$ cat src/rtl/coin_counter_if.sv
`default_nettype none
// ============================================================================
//  Module      : coin_counter_if
//  Description : Bundles the coin-mech, dispenser and change-ejector signals
//                of the coin_counter credit stage.
//                  coin_nickel/dime/quarter/dollar : coin mech levels
//                  refund_req                      : refund button level
//                  vend_done, change_in[9:0]       : dispenser vend report
//                  credit[9:0]                     : credit in cents
//                  coin_reject                     : coin not credited
//                  change_nickel, change_quarter   : change eject pulses
//                  refund_busy                     : refund in progress
//                master modport : environment (coin mech + dispenser)
//                slave  modport : coin_counter
//  Revision    : 1.0  initial release
// ============================================================================
interface coin_counter_if;
    logic       coin_nickel;
    logic       coin_dime;
    logic       coin_quarter;
    logic       coin_dollar;
    logic       refund_req;
    logic       vend_done;
    logic [9:0] change_in;
    logic [9:0] credit;
    logic       coin_reject;
    logic       change_nickel;
    logic       change_quarter;
    logic       refund_busy;

    modport master (
        output coin_nickel, coin_dime, coin_quarter, coin_dollar,
        output refund_req, vend_done, change_in,
        input  credit, coin_reject, change_nickel, change_quarter, refund_busy
    );

    modport slave (
        input  coin_nickel, coin_dime, coin_quarter, coin_dollar,
        input  refund_req, vend_done, change_in,
        output credit, coin_reject, change_nickel, change_quarter, refund_busy
    );
endinterface
`default_nettype wire

$ cat src/rtl/coin_counter.sv
`default_nettype none
// ============================================================================
//  Module      : coin_counter
//  Description : Upstream credit stage of the vending path. Detects coin
//                insertions, accumulates credit (cents), takes back the
//                dispenser's remaining money after each vend and pays out
//                remaining credit as timed change pulses on refund.
//  Ports       : clk  - system clock, rising edge
//                rst  - asynchronous, active-low reset
//                bus  - coin_counter_if.slave (coins, refund_req, vend_done,
//                       change_in in; credit, coin_reject, change_nickel,
//                       change_quarter, refund_busy out)
//  Parameters  : MAX_CREDIT - credit ceiling in cents (<= 1023)
//                REFUND_GAP - cycles between change pulses (>= 2)
//  Options     : COIN_COUNTER_QUARTER_CHANGE_EN - refund pays quarters while
//                credit >= 25, nickels otherwise; when undefined the refund
//                is nickels only and change_quarter is held at 0.
//  Revision    : 1.0  initial release
// ============================================================================
module coin_counter #(
    parameter int MAX_CREDIT = 995,
    parameter int REFUND_GAP = 4
) (
    input logic           clk,
    input logic           rst,
    coin_counter_if.slave bus
);

    localparam int               GAP_W        = $clog2(REFUND_GAP);
    localparam logic [GAP_W-1:0] c_gap_reload = GAP_W'(REFUND_GAP - 1);
    localparam logic [10:0]      c_max_credit = 11'(MAX_CREDIT);

    typedef enum logic [1:0] {
        ST_IDLE   = 2'd0,
        ST_CREDIT = 2'd1,
        ST_REFUND = 2'd2
    } state_t;

    state_t           state_q,         state_d;
    logic [9:0]       credit_q,        credit_d;
    logic [GAP_W-1:0] gap_q,           gap_d;
    logic [4:0]       prev_q,          prev_d;   // {refund, dollar, quarter, dime, nickel}
    logic             coin_reject_q,   coin_reject_d;
    logic             change_nickel_q, change_nickel_d;
    logic             refund_busy_q,   refund_busy_d;
`ifdef COIN_COUNTER_QUARTER_CHANGE_EN
    logic             change_quarter_q, change_quarter_d;
`endif

    logic [4:0]  w_sample;
    logic [4:0]  w_edge;
    logic        w_any_coin;
    logic [10:0] w_coin_sum;
    logic [10:0] w_credit_sum;
    logic [9:0]  w_change_clamped;

    assign w_sample   = {bus.refund_req, bus.coin_dollar, bus.coin_quarter,
                         bus.coin_dime, bus.coin_nickel};
    assign w_edge     = w_sample & ~prev_q;
    assign w_any_coin = |w_edge[3:0];

    // Several coins may land in one cycle; they are credited (or rejected) as a group.
    assign w_coin_sum = (w_edge[0] ? 11'd5   : 11'd0)
                      + (w_edge[1] ? 11'd10  : 11'd0)
                      + (w_edge[2] ? 11'd25  : 11'd0)
                      + (w_edge[3] ? 11'd100 : 11'd0);
    assign w_credit_sum = {1'b0, credit_q} + w_coin_sum;

    assign w_change_clamped = ({1'b0, bus.change_in} > c_max_credit) ?
                              c_max_credit[9:0] : bus.change_in;

    always_comb begin
        state_d         = state_q;
        credit_d        = credit_q;
        gap_d           = gap_q;
        prev_d          = w_sample;
        coin_reject_d   = 1'b0;
        change_nickel_d = 1'b0;
`ifdef COIN_COUNTER_QUARTER_CHANGE_EN
        change_quarter_d = 1'b0;
`endif
        case (state_q)
            ST_REFUND: begin
                // Coins are never credited while change is being paid out.
                coin_reject_d = w_any_coin;
                if (gap_q != '0) begin
                    gap_d = gap_q - GAP_W'(1);
`ifdef COIN_COUNTER_QUARTER_CHANGE_EN
                end else if (credit_q >= 10'd25) begin
                    credit_d         = credit_q - 10'd25;
                    change_quarter_d = 1'b1;
                    gap_d            = c_gap_reload;
`endif
                end else if (credit_q >= 10'd5) begin
                    credit_d        = credit_q - 10'd5;
                    change_nickel_d = 1'b1;
                    gap_d           = c_gap_reload;
                end else begin
                    // Sub-nickel remainder cannot be paid out and is forfeited.
                    credit_d = 10'd0;
                    gap_d    = '0;
                    state_d  = ST_IDLE;
                end
            end
            default: begin
                if (w_edge[4] && (state_q == ST_CREDIT)) begin
                    state_d       = ST_REFUND;
                    gap_d         = '0;  // first pulse on the very next cycle
                    coin_reject_d = w_any_coin;
                end else begin
                    if (bus.vend_done) begin
                        credit_d      = w_change_clamped;
                        coin_reject_d = w_any_coin;
                    end else if (w_any_coin) begin
                        if (w_credit_sum <= c_max_credit) begin
                            credit_d = w_credit_sum[9:0];
                        end else begin
                            coin_reject_d = 1'b1;
                        end
                    end
                    state_d = (credit_d == 10'd0) ? ST_IDLE : ST_CREDIT;
                end
            end
        endcase
        refund_busy_d = (state_d == ST_REFUND);
    end

    always_ff @(posedge clk or negedge rst) begin
        if (!rst) begin
            state_q         <= ST_IDLE;
            credit_q        <= 10'd0;
            gap_q           <= '0;
            // History starts high so levels held through reset are not seen as edges.
            prev_q          <= 5'b11111;
            coin_reject_q   <= 1'b0;
            change_nickel_q <= 1'b0;
            refund_busy_q   <= 1'b0;
`ifdef COIN_COUNTER_QUARTER_CHANGE_EN
            change_quarter_q <= 1'b0;
`endif
        end else begin
            state_q         <= state_d;
            credit_q        <= credit_d;
            gap_q           <= gap_d;
            prev_q          <= prev_d;
            coin_reject_q   <= coin_reject_d;
            change_nickel_q <= change_nickel_d;
            refund_busy_q   <= refund_busy_d;
`ifdef COIN_COUNTER_QUARTER_CHANGE_EN
            change_quarter_q <= change_quarter_d;
`endif
        end
    end

    assign bus.credit        = credit_q;
    assign bus.coin_reject   = coin_reject_q;
    assign bus.change_nickel = change_nickel_q;
    assign bus.refund_busy   = refund_busy_q;
`ifdef COIN_COUNTER_QUARTER_CHANGE_EN
    assign bus.change_quarter = change_quarter_q;
`else
    assign bus.change_quarter = 1'b0;
`endif

endmodule
`default_nettype wire

$ cat src/flat_wrapper.sv
// flat-port wrapper written by rule: the top's interface ports become plain ports
module coin_counter_flat 
#(
    parameter int MAX_CREDIT = 995,
    parameter int REFUND_GAP = 4
)
  (clk, rst, bus_coin_nickel, bus_coin_dime, bus_coin_quarter, bus_coin_dollar, bus_refund_req, bus_vend_done, bus_change_in, bus_credit, bus_coin_reject, bus_change_nickel, bus_change_quarter, bus_refund_busy);
  coin_counter_if bus_i ();
  input logic clk;
  input logic rst;
  input wire logic [$bits(bus_i.coin_nickel)-1:0] bus_coin_nickel;
  input wire logic [$bits(bus_i.coin_dime)-1:0] bus_coin_dime;
  input wire logic [$bits(bus_i.coin_quarter)-1:0] bus_coin_quarter;
  input wire logic [$bits(bus_i.coin_dollar)-1:0] bus_coin_dollar;
  input wire logic [$bits(bus_i.refund_req)-1:0] bus_refund_req;
  input wire logic [$bits(bus_i.vend_done)-1:0] bus_vend_done;
  input wire logic [$bits(bus_i.change_in)-1:0] bus_change_in;
  output wire logic [$bits(bus_i.credit)-1:0] bus_credit;
  output wire logic [$bits(bus_i.coin_reject)-1:0] bus_coin_reject;
  output wire logic [$bits(bus_i.change_nickel)-1:0] bus_change_nickel;
  output wire logic [$bits(bus_i.change_quarter)-1:0] bus_change_quarter;
  output wire logic [$bits(bus_i.refund_busy)-1:0] bus_refund_busy;
  assign bus_i.coin_nickel = bus_coin_nickel;
  assign bus_i.coin_dime = bus_coin_dime;
  assign bus_i.coin_quarter = bus_coin_quarter;
  assign bus_i.coin_dollar = bus_coin_dollar;
  assign bus_i.refund_req = bus_refund_req;
  assign bus_i.vend_done = bus_vend_done;
  assign bus_i.change_in = bus_change_in;
  assign bus_credit = bus_i.credit;
  assign bus_coin_reject = bus_i.coin_reject;
  assign bus_change_nickel = bus_i.change_nickel;
  assign bus_change_quarter = bus_i.change_quarter;
  assign bus_refund_busy = bus_i.refund_busy;
  coin_counter #(.MAX_CREDIT(MAX_CREDIT), .REFUND_GAP(REFUND_GAP)) u_core (.clk(clk), .rst(rst), .bus(bus_i));
endmodule
$ cat config.mk
export PLATFORM = sky130hd
export DESIGN_NAME = coin_counter_flat
export DESIGN_NICKNAME = d
export VERILOG_FILES = /design/src/rtl/coin_counter_if.sv /design/src/rtl/coin_counter.sv /design/src/flat_wrapper.sv
export SDC_FILE = /design/constraint.sdc
export NUM_CORES = 1
export LEC_CHECK = 0
export ABC_AREA = 0
export BUFFER_PORTS_ARGS = -buffer_cell sky130_fd_sc_hd__clkbuf_2
export CAP_MARGIN = 20
export CORE_ASPECT_RATIO = 1.25
export CORE_MARGIN = 2
export CORE_UTILIZATION = 58
export DETAILED_ROUTE_END_ITERATION = 10
export MAX_ROUTING_LAYER = met4
export PLACE_DENSITY = 0.81
export SLEW_MARGIN = 5
export SYNTH_ARGS = -nofsm -noshare
export SYNTH_HDL_FRONTEND = slang
export SYNTH_SLANG_ARGS = --single-unit
$ cat constraint.sdc
create_clock -name clk -period 4.46 [get_ports clk]
set_input_delay 1.338 -clock clk [delete_from_list [all_inputs] [get_ports clk]]
set_output_delay 1.338 -clock clk [all_outputs]
set_load 0.02 [all_outputs]
==> flow_summary.toml <==
[run_status]
status = "finished clean"

[layout]
fillCellCount = 260
multi_input_area_um2 = 1597
antenna_cells = 0
drive_gt1_frac = 0.3252
area_growth_pct = 25.99
design_area_um2 = 2718
regArea_um2 = 556.8
layout_commonest_cell = "buf_4"
most-common-layout-cells = "buf_4, nor2_1, clkbuf_2"
layout.nets = 360

[route]
drt-total-wl_um = 6537
route.detailed.drc = 0
drt_iter0_markers = 210
drt_pass1_iterations = 5
ant_nets = 0
wire_per_inst_um = 17.91
num_vias = 2365
via_per_inst = 6.479

[sta]
report.final.slew_viol_count = 0
period_share = 0.9809
setup_violations = 0
worst_slack_ps = 84.97
worst_slew_pin_slew_ps = 663.6
finalCriticalPeriod_ps = 4375
hold_viol_final = 0
max_freq_mhz = 228.6
skew_ps = 1.709
slew_headroom = 0.5547

[setup_path]
worst_ep_required_time_ps = 4600
endpoint_kind = "flip-flop"
rr_worst_depth = 16
start_kind = "primary input"
path_class = "primary input to flip-flop"
arrival_ps = 4520
worstPathMaxFanout = 4
reg2reg_slack_ps = 780
rr_startpoint = "u_core.prev_q[0]$_DFF_PN1_"
r2r_end = "u_core.state_q[0]$_DFF_PN0_"

[logic_synthesis]
yosys.cell_types.count = 66
synth_edf_count = 0
synth_flop_cell = "dfrtp_1"
synth_seq_cells = 22
async_flop_share = 1.000
yosys-top-cells-area = "dfrtp_1, ha_1, dfstp_2, nor2_1, o21ai_0"
synth_area_um2 = 2157
synth_top_area_frac = 0.1972
avgSynthCellArea_um2 = 7.930
synth_largest_area_cell = "dfrtp_1"
yosysWarnings = 0
yosysSeqAreaShare = 0.2581
synth_cells = 272
synthesis.nets = 305

[global_route]
first_global_vias = 2258
antenna_found_initial = 0
grt_max_degree = 23
grt_pass1_wl_um = 10410
grt_usage = 0.3286
grt-ovfl-total = 0

[clock_network]
cts_hold_buf = 0
clock_latency_ps = 260
cts-htree-levels = 1
cts_max_path_buffers = 2
clk_pin_slew_ps = 80
root_buffer = "clkbuf_8"
cts_tree = "built"
cts_made_buffers = 3
clock-sinks = 22

[pwr]
ir_drop_v = 0.0002243
leakage_nw = 1.277
power_density_nw_per_um2 = 187.9
fin_total_pwr_w = 0.0005106

[place]
hpwlAfterDp_um = 4873
numPortBuffers = 30
place_ws_ps = -250.1
dpl_cell_area_um2 = 2507
gp_congestion = 0.9830

[hold_path]
holdPathEnd = "u_core.bus.change_nickel$_DFF_PN0_"
min_from = "u_core.gap_q[1]$_DFFE_PN0P_"
hold_path_depth = 1
hold_path_class = "flip-flop to flip-flop"

[floorplan]
io_pins = 32
placementRows = 24
core_um2 = 3513
start_util = 0.6140
die_w_um = 58.55
design.die.area_um2 = 4226
dieHeight_um = 72.19

[flow_run]
drv_cap = 0
==> power by group <==
| part | leakage [nW] | internal, W | switching [W] |
|---|---|---|---|
| Sequential | 0.266 | 0.000204 | 0.00000146 |
| Clock | 0.0288 | 0.0000787 | 0.0000641 |
| Combinational | 0.982 | 0.0000743 | 0.0000878 |
==> per-stage QoR <==
stage	utilization	setup TNS, ps	hold slack, ps	instances
after CTS	0.7293	0	546.2	359
after detailed placement	0.7137	-1651	537.3	355
after floorplan	-	0	488.2	272
after global routing	0.7735	-81.20	603.1	365
final	0.7735	0	544.1	365
after global placement	0.7137	-1111	535.6	355
==> cells in the mapped netlist, types with 2 or more instances <==
cell and number:
dfrtp_1 17, nand2b_1 4, and2_1 6, nor3b_1 2, a31oi_1 3, ha_1 14
and3_1 2, nand4_1 4, a21o_1 4, a21oi_1 11, o211ai_1 5, o21ai_0 19
o22ai_1 4, o41ai_1 2, nor3_1 9, o21a_1 4, clkbuf_1 6, dfstp_2 5
or2_2 3, buf_2 7, a2111oi_2 2, nand2_1 24, a21oi_2 2, nand3b_1 2
nor2b_1 6, a32oi_1 3, nand3_1 11, o21ai_1 2, xor2_1 8, inv_1 13
nor2_1 33
==> state kept, by name, indices dropped and copies added (netlist names) <==
name                      cells
u_core.state_q                2
u_core.bus.change_nickel      1
u_core.bus.coin_reject        1
u_core.gap_q                  2
u_core.prev_q                 5
u_core.bus.refund_busy        1
u_core.bus.credit            10
==> timing repair <==
action / in CTS / in global routing
endpoints found under the setup margin: 2 / 11
pin swaps: 1 / 14
setup buffers: 0 / 6
gates resized for setup: 1 / 20
==> critical path, cell delays in order <==
cell,delay (ps)
clkbuf_2,90
nor2b_4,120
buf_4,130
xor2_1,150
ha_1,310
inv_1,70
fa_2,390
nand2b_4,170
a2111o_1,430
o211ai_2,90
o2111a_2,250
buf_4,120
a31oi_4,110
o22ai_1,170
o21ai_1,160
nor4b_2,310
a31oi_1,110
==> worst max path at each step <==
stage	start	to	slack, ps	cells after the start
floorplan	bus_coin_quarter	u_core.bus.credit[1]$_DFFE_PN0P_	1	17
global placement	bus_coin_nickel	u_core.state_q[0]$_DFF_PN0_	-210	17
detailed placement	bus_coin_quarter	u_core.bus.credit[1]$_DFFE_PN0P_	-250	17
CTS	bus_coin_quarter	u_core.bus.credit[9]$_DFFE_PN0P_	20	18
global route	bus_coin_nickel	u_core.state_q[0]$_DFF_PN0_	-70	19
finish	bus_coin_nickel	u_core.state_q[0]$_DFF_PN0_	80	17
==> layer usage <==
metal	vias to the layer above	global-route usage	routed length, um
met5	-	-	0
met2	108	0.5506	3393
met3	20	0.02496	411
li1	1108	-	-
met1	1129	0.4130	2590
met4	0	0.1189	142
==> final cells by class <==
| class | instances | area share |
|---|---|---|
| multi-input combinational | 223 | 0.5875 |
| sequential | 22 | 0.2049 |
| timing repair buffer | 64 | 0.1515 |
| clock buffer | 4 | 0.02026 |
| inverter | 13 | 0.01796 |
| tap | 39 | 0.01796 |
==> kinds of logic after synthesis <==
logic type / synth area share
AO/OA/AOI/OAI: 0.2831
XOR/XNOR: 0.04003
adder cells (fa/ha/maj): 0.09049
other: 0.001738
AND/OR/NAND/NOR: 0.2691
multiplexers: 0.004641
buffers and inverters: 0.05278
flip-flops: 0.2581
Power figures use the tool's default switching activity.
